===== src/rtl/ssp_rx_fifo_param.sv =====
// SSP receive FIFO: parametrised circular buffer with first-word fall-through
// head, level/full/empty status, watermark and sticky overrun interrupts.
module ssp_rx_fifo_param #(
  parameter int DATA_WIDTH   = 8,
  parameter int ADDR_WIDTH   = 2,
  parameter int RX_WATERMARK = 2
) (
  input  logic                  PCLK,
  input  logic                  CLEAR_B,
  input  logic                  PSEL,
  input  logic                  PWRITE,
  input  logic [DATA_WIDTH-1:0] RxData,
  input  logic                  NextWord,
  input  logic                  Flush,
  output logic [DATA_WIDTH-1:0] PRDATA,
  output logic                  SSPRXINTR,
  output logic                  SSPRORINTR,
  output logic                  RxEmpty,
  output logic                  RxFull,
  output logic [ADDR_WIDTH:0]   RxLevel
);

  localparam int DEPTH = 1 << ADDR_WIDTH;
  localparam logic [ADDR_WIDTH:0] LVL_FULL = (ADDR_WIDTH+1)'(DEPTH);
  localparam logic [ADDR_WIDTH:0] LVL_WM   = (ADDR_WIDTH+1)'(RX_WATERMARK);

  logic [DATA_WIDTH-1:0] mem_q [DEPTH];
  logic [ADDR_WIDTH-1:0] rd_ptr_q, rd_ptr_d;
  logic [ADDR_WIDTH-1:0] wr_ptr_q, wr_ptr_d;
  logic [ADDR_WIDTH:0]   level_q, level_d;
  logic                  ovr_q, ovr_d;

  logic empty, full, pop, push, wr_en;

  assign empty = (level_q == '0);
  assign full  = (level_q == LVL_FULL);
  assign pop   = PSEL && !PWRITE && !empty;
  // A pop in the same edge frees the slot, so a push into a full FIFO is legal then.
  assign push  = NextWord && (!full || pop);
  assign wr_en = push && !Flush;

  always_comb begin
    rd_ptr_d = rd_ptr_q;
    wr_ptr_d = wr_ptr_q;
    level_d  = level_q;
    ovr_d    = ovr_q;
    if (Flush) begin
      rd_ptr_d = '0;
      wr_ptr_d = '0;
      level_d  = '0;
      ovr_d    = 1'b0;
    end else begin
      if (pop)  rd_ptr_d = rd_ptr_q + ADDR_WIDTH'(1);
      if (push) wr_ptr_d = wr_ptr_q + ADDR_WIDTH'(1);
      if (push && !pop)      level_d = level_q + (ADDR_WIDTH+1)'(1);
      else if (pop && !push) level_d = level_q - (ADDR_WIDTH+1)'(1);
      // Pop clears the sticky flag and outranks a coincident overrun attempt.
      if (pop)                 ovr_d = 1'b0;
      else if (NextWord && full) ovr_d = 1'b1;
    end
  end

  always_ff @(posedge PCLK or negedge CLEAR_B) begin
    if (!CLEAR_B) begin
      rd_ptr_q <= '0;
      wr_ptr_q <= '0;
      level_q  <= '0;
      ovr_q    <= 1'b0;
    end else begin
      rd_ptr_q <= rd_ptr_d;
      wr_ptr_q <= wr_ptr_d;
      level_q  <= level_d;
      ovr_q    <= ovr_d;
    end
  end

  // Storage is not reset; the empty gate on PRDATA hides stale contents.
  always_ff @(posedge PCLK) begin
    if (wr_en) mem_q[wr_ptr_q] <= RxData;
  end

  assign PRDATA     = empty ? '0 : mem_q[rd_ptr_q];
  assign SSPRXINTR  = (level_q >= LVL_WM);
  assign SSPRORINTR = ovr_q;
  assign RxEmpty    = empty;
  assign RxFull     = full;
  assign RxLevel    = level_q;

endmodule


===== config.mk =====
export PLATFORM = sky130hd
export DESIGN_NAME = ssp_rx_fifo_param
export DESIGN_NICKNAME = d
export VERILOG_FILES = /design/src/rtl/ssp_rx_fifo_param.sv
export SDC_FILE = /design/constraint.sdc
export NUM_CORES = 1
export LEC_CHECK = 0
export CAP_MARGIN = 0
export CORE_MARGIN = 2
export CORE_UTILIZATION = 40
export CTS_BUF_LIST = sky130_fd_sc_hd__clkbuf_8
export CTS_CLUSTER_DIAMETER = 80
export CTS_CLUSTER_SIZE = 20
export DETAILED_ROUTE_END_ITERATION = 10
export SETUP_SLACK_MARGIN = 0.05
export SYNTH_ARGS = -nofsm -noshare
export SYNTH_HDL_FRONTEND = slang
export SYNTH_SLANG_ARGS = --single-unit

===== constraint.sdc =====
create_clock -name PCLK -period 2.2 [get_ports PCLK]
set_input_delay 0.22 -clock PCLK [delete_from_list [all_inputs] [get_ports PCLK]]
set_output_delay 0.22 -clock PCLK [all_outputs]
set_load 0.01 [all_outputs]

Word level (Yosys, flattened, before mapping)
Memory sizes are Yosys's and may differ from the RTL's.
Index checks and enable logic that the tools add are counted.
{ "totals": {"register_bits": 8, "latchBits": 0, "ramBits": 32, "romBits": 0, "inputBits": 14, "output_inout_bits": 15, "memories": 1} }
{ "mem_list": {"columns": ["name", "depth", "width", "read_ports", "rd_ports_with_merged_regs", "write_ports", "line_no", "text"], "rows": [
  ["mem_q", 4, 8, 1, 0, 1, "27", "logic [DATA_WIDTH-1:0] mem_q [DEPTH];"]
]} }
{ "classes": {"addsub": 4, "multipliers": 0, "div": 0, "n_lt_le_gt_ge": 1, "n_eq_ne": 1, "shifts": 0, "n_mux": 13, "bitwise_logic": 0, "n_reduce_logical": 19} }
{ "ops": {"columns": ["operator", "n"], "rows": [
  ["3-bit 2-to-1 mux", 3],
  ["2-bit 2-to-1 mux", 4],
  ["8-bit 2-to-1 mux", 1],
  ["1-bit logical AND", 7],
  ["1-bit zero test", 6],
  ["3-bit nonzero test", 2],
  ["1-bit 2-to-1 mux", 5],
  ["2-bit by 1-bit adder with 2-bit output (second input constant)", 2],
  ["2-bit nonzero test", 2],
  ["3-bit by 1-bit adder with 3-bit output (second input constant)", 1],
  ["3-bit == test (second input constant)", 1],
  ["3-bit by 2-bit greater-or-equal comparator with 1-bit output (second input constant)", 1],
  ["3-bit zero test", 1],
  ["3-bit by 1-bit subtractor with 3-bit output (second input constant)", 1],
  ["1-bit logical OR", 1]
]} }

Logic depth before layout (Yosys ltp)
{ "logic_depth": {"word_depth": 10, "depth_mapped": 9, "mapped_depth_nobuf": 8} }

Least setup slack after synthesis
OpenSTA, ideal clock, no wires.
{ "synth_path": {"kind": "flip-flop to flip-flop", "startpoint": "reg level_q[1], in the netlist RxLevel[1]", "endpoint": "reg level_q[2], in the netlist RxLevel[2]", "setup_time_ns": 0.082, "t_arrival_ns": 1.837, "required_ns": 2.118, "slack_ns": 0.281, "stages_incl_launch_ff": 9, "path_buffers": 0, "synth_period_minus_slack_ns": 1.919, "path_cell_list": "dfrtp_1 nor2_2 and2_1 nor2_1 fa_1 nor2b_1 nand2_1 a21o_1 a31oi_1"} }
{ "synth_rtl": {"columns": ["item", "line_no", "text"], "rows": [
  ["start, declared", "30", "logic [ADDR_WIDTH:0] level_q, level_d;"],
  ["start signal, assigned", "72", "level_q <= level_d;"],
  ["3-bit == test (*)", "36", "assign full = (level_q == LVL_FULL);"],
  ["net RxFull", "19", "output logic RxFull,"],
  ["1-bit zero test (*)", "39", "assign push = NextWord && (!full || pop);"],
  ["1-bit logical OR (*)", "39", null],
  ["1-bit logical AND (*)", "39", null],
  ["1-bit logical AND / 1-bit zero test (equally long branches)", "55, 56", null],
  ["3-bit 2-to-1 mux / 1-bit logical AND (equally long branches)", "55, 56", null],
  ["3-bit 2-to-1 mux / 3-bit nonzero test (equally long branches)", null, null]
]} }
The timed path passes the listed nets; every way through them passes the cells marked *. The select of a mux whose other input is x is not followed.
A chain may end at the register's enable or synchronous reset.

Worst setup path in the final report
{ "layout_path": {"startpoint": "reg level_q[1], in the netlist RxLevel[1]", "endpoint": "reg level_q[2], in the netlist RxLevel[2]"} }
{ "layout_between": {"elab_chain_len": 8} }
{ "layout_lines": {"columns": ["item"], "rows": [
  ["parallel branches: the longest is 8 deep, another holds 3-bit by 1-bit subtractor with 3-bit output"]
]} }
Several ways; the timed one is not identified. The select of a mux whose other input is x is not followed.

==> impl_results.md <==
- CTS tree: built
- Count leader, synth: edfxtp_1
- Routed WL per cell: 15.6 um
- Gr ovfl total: 0
- Initial antenna violation count: 0
- Htree depth: 2
- Max-cap violation count: 0
- Largest net degree at the start of global routing: 14
- Wire length reported by the detailed router: 3250 um
- Final slew viol count: 0
- Metal3 WL: 130 um
- Clock share of power: 0.201
- Critical Path Source Type: flop
- Synth top area share: 0.539
- Drt via density: 4.93
- Final hold violations: 0
- Post-CTS Hold Fix Bufs: 0
- CP Cell Sequence: nor2_4 -> o21ai_0 -> nor2_1 -> fa_1 -> nand2b_1 -> or3_1 -> a21o_1 -> a31oi_1
- Slew margin rel.: 0.728
- Placer congestion estimate: 0.689
- Ant. Diodes: 0
- Top cells by area, synth: edfxtp_1 (54%), dfrtp_1 (11%), mux4_2 (10%)
- Die Y: 70.8 um
- Yosys warnings: 0
- Net Count, Synth: 135
- Share of cells above drive strength 1: 0.210
- Post-Route Setup TNS: 0 ns
- Area Overhead vs Synth: 31.1%
- Vias in the first global route: 1,102
- Pwr/cell area: 957 nW/um^2
- Crit Path Max Fanout: 8
- GRT Total Usage: 0.150
- Unrepaired setup endpoints after global routing: no
- Commonest cells post-synth: edfxtp_1 (32), nor2_1 (9), nor2b_1 (9)
- CTS Root Cell: clkbuf_8
- Placed insts: 199
- Worst slew pin tran: 0.407 ns
- Buffers on Ports: 28
- Cell Area, Synth: 1780 sq um
- EDFF count, synth: 32
- Post-synth ARST share: 0.200
- Number of distinct library cells after synthesis: 30
- Worst vdd ir: 0.402 mV
- CTS Buf Count: 5
- Cells after synthesis: 116
- Synth Flop Type: edfxtp_1
- Final #Nets: 175
- First-iteration detailed-routing DRC count: 71
- First-pass GRT wire length: 5550 um
- Routed length on met1: 1340 um
- Final Setup Violations: 0
- Final HPWL DP: 2210 um
- Sequential Power Share: 0.427
- Residual DRC: 0
- Net switching power figure: 680 uW
- Clock Latency Late Sink: 0.28 ns
- Synthesis-stage register bit count: 40
- Sink Count: 40
- Register area share after synthesis: 0.651
- Crit path buf inv count: 0
- Hold/Removal Path Class: in2async
- Vias: 1,030
- Setup Skew: 0.00384 ns
- WP data required: 2.40 ns
- Core Area: 4320 sq um
- CP max stage delay: 0.44 ns
- CP arrival: 2.18 ns
- Top Family by Delay on Critical Path: simple AND/OR/NAND/NOR gates
- Num ports: 29
- Non-Filler Instances: 209
- Highest metal used: met4
- Die Span X: 70.8 um
- Largest area contributor in the netlist: edfxtp_1
- Crit Path Class: reg2reg
- Min cycle time layout: 1.98 ns
- Initial Util: 0.413
- Leakage power figure: 0.000912 uW
- Die area: 5010 sq um
- Router iterations before antenna repair: 4
- Logic gate share of total power: 0.373
- Synthesized area per cell: 15.4 sq um
- Critical-path top delay cell: dfrtp_1
- Clk slew on worst S/H paths: 0.07 ns
- Switching Fraction: 0.304
- Achievable frequency: 0.505 GHz
- Antenna Nets Post-Route: 0
- Max Buffers Root-to-Sink: 2
- Met2 wire len: 1730 um
- Core Rows: 24
- P_int: 1560 uW
- Outcome: finished clean
- Crit share post-route: 0.900
- Setup crit end kind: flop
==> flip-flops by register name, summed over array words and instances, names as in the netlist <==
register	flops
mem_q	32
wr_ptr_q	2
SSPRORINTR	1
rd_ptr_q	2
RxLevel	3
==> per-stage QoR <==
stage	cell area [sq um]	worst slack (ns)	hold slack, ns	total power [uW]	util
2_1_floorplan	1780	0.281	-0.0756	1400	-
3_3_place_gp	2220	0.0864	0.537	1790	0.512
6_report	2340	0.221	0.227	2240	0.541
5_1_grt	2340	0.0873	0.233	2390	0.541
4_1_cts	2320	0.0443	0.224	2280	0.536
3_5_place_dp	2220	0.0859	0.537	1810	0.512
==> power by group through the flow <==
stage | combinational, uW | clock [uW] | sequential, uW
floorplan | 446 | 0 | 952
global placement | 811 | 0 | 981
detailed placement | 830 | 0 | 985
CTS | 862 | 470 | 952
global route | 921 | 502 | 965
finish | 834 | 449 | 955
==> cells in the final DEF (no fill, tap or decap), drive strengths merged <==
| cell type | n |
|---|---|
| edfxtp | 32 |
| clkdlybuf4s50 | 20 |
| buf | 11 |
| nor2 | 10 |
| nor2b | 9 |
| mux4 | 8 |
| dfrtp | 8 |
| inv | 6 |
| dlymetal6s2s | 6 |
| and2 | 5 |
| clkbuf | 5 |
| ha | 4 |
| o21ai | 3 |
| xnor2 | 3 |
| nand2 | 3 |
| nor3 | 2 |
| nand2b | 2 |
| mux2 | 2 |
| or3 | 2 |
| a21oi | 2 |
| dlygate4sd2 | 2 |
| a31o | 1 |
| or2 | 1 |
| a221oi | 1 |
| nor3b | 1 |
| mux2i | 1 |
| o211ai | 1 |
| a21o | 1 |
| a31oi | 1 |
| and3 | 1 |
| fa | 1 |
| clkinvlp | 1 |
| clkinv | 1 |
==> per-layer routing <==
| metal | GRT usage | vias to the layer above |
|---|---|---|
| met4 | 0.0818 | 0 |
| met1 | 0.175 | 503 |
| met5 | 0 | - |
| met3 | 0.0370 | 5 |
| li1 | - | 504 |
| met2 | 0.255 | 18 |
==> final cells by class <==
cell class / count / area (sq um)
clock buffers: 5 / 68.8
inverters: 5 / 18.8
well taps: 52 / 65.1
clock inverters: 3 / 15.0
fillers: 380 / 1990
repair buffers: 39 / 429
flip-flops and latches: 40 / 1160
multi-input cells: 65 / 578
==> worst paths after layout <==
kind | startpoint | to | slack (ns) | cells after the start
setup / recovery | RxLevel[1]$_DFFE_PN0P_ | RxLevel[2]$_DFFE_PN0P_ | 0.22 | 8
hold reg to reg | SSPRORINTR$_DFFE_PN0P_ | SSPRORINTR$_DFFE_PN0P_ | 0.56 | 2
min in group PCLK | SSPRORINTR$_DFFE_PN0P_ | SSPRORINTR$_DFFE_PN0P_ | 0.56 | 2
setup reg to reg | RxLevel[1]$_DFFE_PN0P_ | RxLevel[2]$_DFFE_PN0P_ | 0.22 | 8
hold / removal | CLEAR_B | SSPRORINTR$_DFFE_PN0P_ | 0.23 | 1
max in group asynchronous | CLEAR_B | rd_ptr_q[0]$_DFFE_PN0N_ | 1.66 | 1
==> cells by family after synthesis <==
| kind of cell | Yosys count | synth area share |
|---|---|---|
| flops | 40 | 0.651 |
| simple gates | 36 | 0.109 |
| buf+inv | 11 | 0.0281 |
| mux | 11 | 0.119 |
| compound gates | 10 | 0.0393 |
| fa+ha+maj | 5 | 0.0393 |
| xor+xnor | 3 | 0.0147 |
==> timing repair <==
action,4_1_cts,5_1_grt
endpoints found under the setup margin,8,7
buffers inserted,2,0
resized for setup,5,8
(Power assumes the default switching activity.)
